$ cat config.mk
export PLATFORM = sky130hd
export DESIGN_NAME = fir_output_stage
export DESIGN_NICKNAME = d
export VERILOG_FILES = /design/src/rtl/fir_output_stage.sv
export SDC_FILE = /design/constraint.sdc
export NUM_CORES = 1
export LEC_CHECK = 0
export ABC_AREA = 1
export BUFFER_PORTS_ARGS = -buffer_cell sky130_fd_sc_hd__buf_2
export CORE_MARGIN = 4
export CORE_UTILIZATION = 35
export DETAILED_ROUTE_END_ITERATION = 6
export SLEW_MARGIN = 20
export SYNTH_ARGS = -nofsm -noshare
export SYNTH_HDL_FRONTEND = slang
export SYNTH_SLANG_ARGS = --single-unit
export TNS_END_PERCENT = 50
$ cat constraint.sdc
create_clock -name clock -period 1.96 [get_ports clock]
set_clock_uncertainty 0.05 [all_clocks]
set_input_delay 0.098 -clock clock [delete_from_list [all_inputs] [get_ports clock]]
set_output_delay 0.098 -clock clock [all_outputs]
set_load 0.02 [all_outputs]
$ cat src/rtl/fir_output_stage.sv
// fir_output_stage: rounds, scales and saturates MAC results, queues them in a show-ahead FIFO with back-pressure and sticky stats
module fir_output_stage #(
    parameter int ACC_WIDTH  = 19,
    parameter int OUT_WIDTH  = 8,
    parameter int SHIFT      = 7,
    parameter int FIFO_DEPTH = 4,
    parameter int CNT_WIDTH  = 8
) (
    input  logic                 clock,
    input  logic                 reset,
    input  logic [ACC_WIDTH-1:0] i_acc_data,
    input  logic                 i_acc_valid,
    output logic                 o_acc_ready,
    output logic [OUT_WIDTH-1:0] o_out_data,
    output logic                 o_out_valid,
    input  logic                 i_out_ready,
    input  logic                 i_clear_flags,
    output logic                 o_overflow_sticky,
    output logic [CNT_WIDTH-1:0] o_sat_count
);
    localparam int PW = $clog2(FIFO_DEPTH);
    localparam logic [ACC_WIDTH:0] RND = ((ACC_WIDTH+1)'(1) << SHIFT) >> 1;
    localparam logic signed [ACC_WIDTH:0] MAXV = (ACC_WIDTH+1)'(2**(OUT_WIDTH-1) - 1);
    localparam logic signed [ACC_WIDTH:0] MINV = -MAXV - 1;

    logic signed [ACC_WIDTH:0] w_ext, w_rnd, w_shr;
    logic                      w_hi, w_lo, w_sat, w_accept, w_drop, w_push, w_pop;
    logic [OUT_WIDTH-1:0]      w_out;
    logic [PW+1:0]             w_occ;

    logic                      r_stage_valid;
    logic [OUT_WIDTH-1:0]      r_stage_data;
    logic [OUT_WIDTH-1:0]      r_mem [FIFO_DEPTH];
    logic [PW-1:0]             r_wr, r_rd;
    logic [PW:0]               r_count;
    logic                      r_ovf;
    logic [CNT_WIDTH-1:0]      r_sat_count;

    assign w_ext = {i_acc_data[ACC_WIDTH-1], i_acc_data};
    assign w_rnd = w_ext + $signed(RND);
    assign w_shr = w_rnd >>> SHIFT;
    assign w_hi  = w_shr > MAXV;
    assign w_lo  = w_shr < MINV;
    assign w_sat = w_hi | w_lo;
    assign w_out = w_hi ? {1'b0, {(OUT_WIDTH-1){1'b1}}} :
                   w_lo ? {1'b1, {(OUT_WIDTH-1){1'b0}}} : w_shr[OUT_WIDTH-1:0];

    // A slot is reserved for the staged sample, so readiness counts it as occupied
    assign w_occ       = {1'b0, r_count} + (PW+2)'(r_stage_valid);
    assign o_acc_ready = w_occ < (PW+2)'(FIFO_DEPTH);
    assign w_accept    = i_acc_valid & o_acc_ready;
    assign w_drop      = i_acc_valid & ~o_acc_ready;
    assign o_out_valid = r_count != '0;
    assign w_pop       = o_out_valid & i_out_ready;
    assign w_push      = r_stage_valid;
    assign o_out_data  = r_mem[r_rd];

    assign o_overflow_sticky = r_ovf;
    assign o_sat_count       = r_sat_count;

    // Stage register holds the rounded/saturated sample for one cycle
    always_ff @(posedge clock or posedge reset) begin
        if (reset) begin
            r_stage_valid <= 1'b0;
            r_stage_data  <= '0;
        end else begin
            r_stage_valid <= w_accept;
            if (w_accept) r_stage_data <= w_out;
        end
    end

    // FIFO storage, pointers and occupancy
    always_ff @(posedge clock or posedge reset) begin
        if (reset) begin
            for (int i = 0; i < FIFO_DEPTH; i++) r_mem[i] <= '0;
            r_wr    <= '0;
            r_rd    <= '0;
            r_count <= '0;
        end else begin
            if (w_push) r_mem[r_wr] <= r_stage_data;
            r_wr    <= r_wr + PW'(w_push);
            r_rd    <= r_rd + PW'(w_pop);
            r_count <= r_count + (PW+1)'(w_push) - (PW+1)'(w_pop);
        end
    end

    // Sticky statistics; a same-cycle event overrides clear_flags
    always_ff @(posedge clock or posedge reset) begin
        if (reset) begin
            r_ovf       <= 1'b0;
            r_sat_count <= '0;
        end else begin
            r_ovf       <= w_drop | (r_ovf & ~i_clear_flags);
            r_sat_count <= (w_accept & w_sat) ?
                               (i_clear_flags ? CNT_WIDTH'(1) : r_sat_count + CNT_WIDTH'(~&r_sat_count)) :
                               (i_clear_flags ? '0 : r_sat_count);
        end
    end
endmodule

== After elaboration in Yosys (flattened, before gate mapping) ==
Cells that the tools add are included.
Word-level totals
  register bits after elaboration: 57
  input port bits: 24
  output and inout bits: 19
  word-level logic and storage cells: 51
Cells by class
  add/sub/neg operators: 7
  order comparisons: 6
  muxes and demuxes: 11
  bitwise operators: 11
  reduce and logical (&&, ||, !) cells: 5
Operators by type and width (count)
  8-bit 2-to-1 mux: 8
  32-bit bitwise mux: 1
  19-bit by 8-bit adder with 20-bit output (second input constant): 1
  8-bit binary-select mux with 2-bit select: 1
  8-bit demux with 2-bit select: 1
  13-bit by 8-bit greater-than comparator with 1-bit output (second input constant): 1
  13-bit by 8-bit less-than comparator with 1-bit output (second input constant): 1
  8-bit by 1-bit adder with 8-bit output: 1
  8-bit AND reduction: 1
  3-bit greater-or-equal comparator (second input constant): 2
  2-bit NOT with 3-bit output: 2
  1-bit AND: 5
  2-bit by 1-bit adder with 2-bit output: 2
  3-bit by 1-bit adder with 4-bit output: 1
  4-bit by 3-bit less-than comparator with 1-bit output (second input constant): 1
  3-bit by 1-bit adder with 3-bit output: 1
  3-bit by 1-bit less-than comparator with 1-bit output (second input constant): 1
  3-bit nonzero test: 1
  3-bit by 1-bit subtractor with 3-bit output: 1
  1-bit NOT: 2
  1-bit OR: 2
  2-bit nonzero test: 1
  1-bit logical AND: 1
  1-bit logical NOT: 1

== Logic depth before layout (Yosys ltp) ==
  depth after elaboration: 6
  gate-level depth with buffers: 13
  gate-level depth less buffers: 13

== Worst setup path before layout ==
Ideal clock, no wire load.
  path kind: register to register
  from: register r_count[1]
  to: register r_count[2]
  library setup time: 0.122 ns
  arrival time: 2.050 ns
  data required time: 1.788 ns
  path slack: -0.262 ns
  cell stages (with the launch flop): 9
  buffers on the path: 0
  path through: dfrtp_1 > or3_1 > and2_1 > ha_1 > inv_1 > ha_1 > inv_1 > fa_1 > xor2_1
On the way
  word-level cells in the longest chain between the ends: 3
Ends and longest elaborated chain
  start, declared: RTL line 35  | logic [PW:0] r_count;
  start signal, assigned: RTL line 83  | r_count <= r_count + (PW+1)'(w_push) - (PW+1)'(w_pop);
  3-bit nonzero test: RTL line 53  | assign o_out_valid = r_count != '0;
  via o_out_valid: RTL line 15  | output logic o_out_valid,
  1-bit AND: RTL line 54  | assign w_pop = o_out_valid & i_out_ready;
  3-bit by 1-bit subtractor with 3-bit output: RTL line 83
The timed path passes the listed nets, and every way through them passes these cells.
A chain may end at the register's enable or synchronous reset.

== Worst setup path after layout ==
  from: register r_count[2]
  to: register r_count[1]
On the way
  word-level cells in the longest chain between the ends: 3
Ends and longest elaborated chain (RTL line)
  3-bit nonzero test: 53
  1-bit AND: 54
  3-bit by 1-bit subtractor with 3-bit output: 83
Every way passes these cells.

==> results.md <==
- Sw Ratio: 0.4094
- Die ar.: 10210 um2
- Min-delay src: i_acc_data[12]
- Compound-Gate Fraction of Synth Area: 0.1272
- R2r startpoint: r_count[2]$_DFF_PP0_
- Clk pin slew, worst setup/hold paths: 0.06 ns
- Clk root buf: clkbuf_8
- Crit path time final: 2.036 ns
- Pwr per Cell Area: 1397 nW/um2
- DP HPWL: 4.711 mm
- Routed via count: 2564
- Comb power frac: 0.442
- Top Ports: 43
- Int Pwr: 2.995 mW
- Routability Congestion: 0.7992
- Synth cell types: 34
- P_sw: 2.076 mW
- Initial antenna violation count: 0
- Clock buffer depth: 2
- Max IR drop VDD: 351.4 uV
- Antenna Cells: 0
- Most used DFF post-synth: dfrtp_1
- TritonCTS clock tree: built
- Layout cell share with drive strength beyond 1: 0.2337
- Wirelength per Cell: 12.78 um
- Rel. slew slack: 0.6025
- Crit Path Category: reg2reg
- Area share of and/or/nand/nor cells after synthesis: 0.2800
- Clock sink total: 57
- Mapped Avg Cell Area: 8.509 um2
- WP buf/inv: 3
- Crit-path cells: or3_4 -> and2_4 -> ha_4 -> inv_2 -> ha_4 -> inv_2 -> fa_2 -> inv_2
- Largest net degree at the start of global routing: 58
- Final setup violation count: 2
- Final wirelength: 6.647 mm
- CP top delay family: adder cells
- Sequential fraction of the synthesis area: 0.4709
- Die W: 101.0 um
- Register share of total power: 0.389
- Startpoint types: flop
- Top-count cell post-synth: nand2_1
- Hold Crit Class: in2reg
- Final-report hold violation count: 0
- First-pass GRT wire length: 11.59 mm
- Fillers: 833
- Post-Synth XOR/XNOR Area: 0.03470
- WP data required: 2.13 ns
- Maxcap violations: 0
- Leak Pwr: 1.782 nW
- Number of flops mapped to enable cells by yosys: 0
- 1st-iter DRT viols: 189
- Critical Path Max Stage Delay: 0.52 ns
- Crit Path Max Fanout: 2
- TritonCTS Buffers: 9
- Die height: 101.0 um
- Gr usage total: 0.1419
- CP endpoint kind: flop
- Synth top area share: 0.4709
- Slowest CP cell: fa_2
- Post-route core utilization: 0.4375
- Main combinational cell family by area after synthesis: simple AND/OR/NAND/NOR gates
- DRC viols: 0
- Final ANT Viol Nets: 0
- Yosys top cell by area: dfrtp_1
- CTS HTree Levels: 3
- Worst-Margin Slew: 0.5946 ns
- Period utilization: 1.039
- Ranking of synthesized cells by area: dfrtp_1, nand2_1, o21ai_0
- Most common library cells after synthesis: nand2_1, dfrtp_1, o21ai_0, nor2_1, nand3_1
- Final WS setup: -0.07589 ns
- Clock share of power: 0.169
- # rows: 33
- Via density: 4.931
- Fin. max-slew vios: 0
- Number of warning messages in the yosys log: 0
- CP startpoint: r_count[2]$_DFF_PP0_
- Buffers on Ports: 36
- #FFs+latches synth: 57
- Nets: 445
- Data arrival, critical path: 2.20 ns
- Total Neg Setup Slack: -0.07618 ns
- Overflow after GRT: 0
- Syn Nets: 389
- Cell repeated most along the worst path: inv_2
- Violated checks: setup timing
- Number of global-route vias before repair: 2516
- Min Hold Slack: 0.07289 ns
- DRT Pass-1 Iters: 4
- Mapped Cells: 356
- Asr flop ratio synth: 1.000
- Worst-Skew Late Latency: 0.32 ns
- Area growth syn-to-layout: 19.87%
- Multiplexer share of the synthesized area: 0
- RSZ-0062 raised after global routing: yes
- Core area: 8299 um2
- Synth Area in Adders: 0.03965
- Fmax: 0.4912 GHz
- Mapped Area: 3029 um2
- Status: complete, but fails checks
- Initial Util: 0.3650
cell usage in the layout (no fill, tap or decap), types with 3 or more instances in the layout:
cell type	instances
a21oi_1	4
a22oi_1	3
buf_2	36
buf_4	15
clkbuf_1	4
clkbuf_8	9
dfrtp_1	56
ha_1	6
inv_1	19
inv_2	8
nand2_1	78
nand2_2	4
nand3_1	26
nand3_2	3
nand3b_1	5
nand4_1	10
nor2_1	32
nor2_2	4
o21ai_0	50
o22ai_1	8
xor2_1	11
worst reg2reg max path, delay by kind of cell, from the launching register on:
| family | cells | cell delay, ns |
|---|---|---|
| flops | 1 | 0.38 |
| buf+inv | 3 | 0.12 |
| fa+ha+maj | 3 | 0.84 |
| simple gates | 2 | 0.54 |
final cells by class:
cell class                      count  area (um2)  area share
Tap cell                          105       131.4     0.03618
Clock inverter                      1       5.005    0.001378
Timing Repair Buffer               54       332.8     0.09166
Sequential cell                    57        1428      0.3932
Inverter                           27       101.3     0.02791
Clock buffer                       13       138.9     0.03825
Multi-Input combinational cell    263        1494      0.4114
repair_timing:
action | in CTS | in global routing
pin swaps | 3 | 0
hold buffers | 2 | 0
setup endpoints to repair | 2 | 3
endpoints found under the hold margin | 58 | 0
resized for setup | 1 | 1
setup buffers | 1 | 0
sequential cells by signal, summed over array words and instances, names as in the netlist:
| register | count |
|---|---|
| o_overflow_sticky | 1 |
| o_sat_count | 8 |
| r_count | 3 |
| r_mem | 32 |
| r_rd | 2 |
| r_stage_data | 8 |
| r_stage_valid | 1 |
| r_wr | 2 |
routing by layer:
metal	routed length [um]	track usage	share of wire
met1	3177	0.1836	0.48
met3	281	0.03529	0.042
met5	0	0	0
met4	77	0.04499	0.012
met2	3110	0.2334	0.47
final timing paths:
path / slack (ns) / to / cells after the start
max reg2reg: -0.08 / r_count[1]$_DFF_PP0_ / 8
min: 0.07 / r_stage_data[5]$_DFFE_PP0P_ / 4
min reg2reg: 0.44 / r_mem[6]$_DFFE_PP0P_ / 2
min in group asynchronous: 0.31 / o_sat_count[5]$_DFFE_PP0P_ / 4
max: -0.08 / r_count[1]$_DFF_PP0_ / 8
max in group asynchronous: 1.29 / r_stage_data[3]$_DFFE_PP0P_ / 4
kinds of logic after synthesis:
family | Yosys count
xor gates and xnor gates | 12
DFF | 57
buffers and inverters | 36
adders and majority gates | 9
and+or+nand+nor | 173
AOI/OAI and AO/OA | 69
power by group through the flow:
stage	registers [mW]	clock network (mW)	logic (mW)
after floorplan	1.97	0	1.50
after global placement	1.97	0	2.20
after detailed placement	1.99	0	2.23
after CTS	1.97	0.885	2.28
after global routing	2.03	0.944	2.56
final	1.97	0.859	2.24
stage by stage:
stage	std cells	total power, mW	area, um2	worst slack (ns)
2_1_floorplan	356	3.474	3064	-0.1240
3_3_place_gp	503	4.167	3458	-0.05284
3_5_place_dp	503	4.215	3458	-0.08916
4_1_cts	520	5.134	3630	-0.07998
5_1_grt	520	5.539	3631	-0.1167
6_report	520	5.071	3631	-0.07589
(Power assumes the default switching activity.)
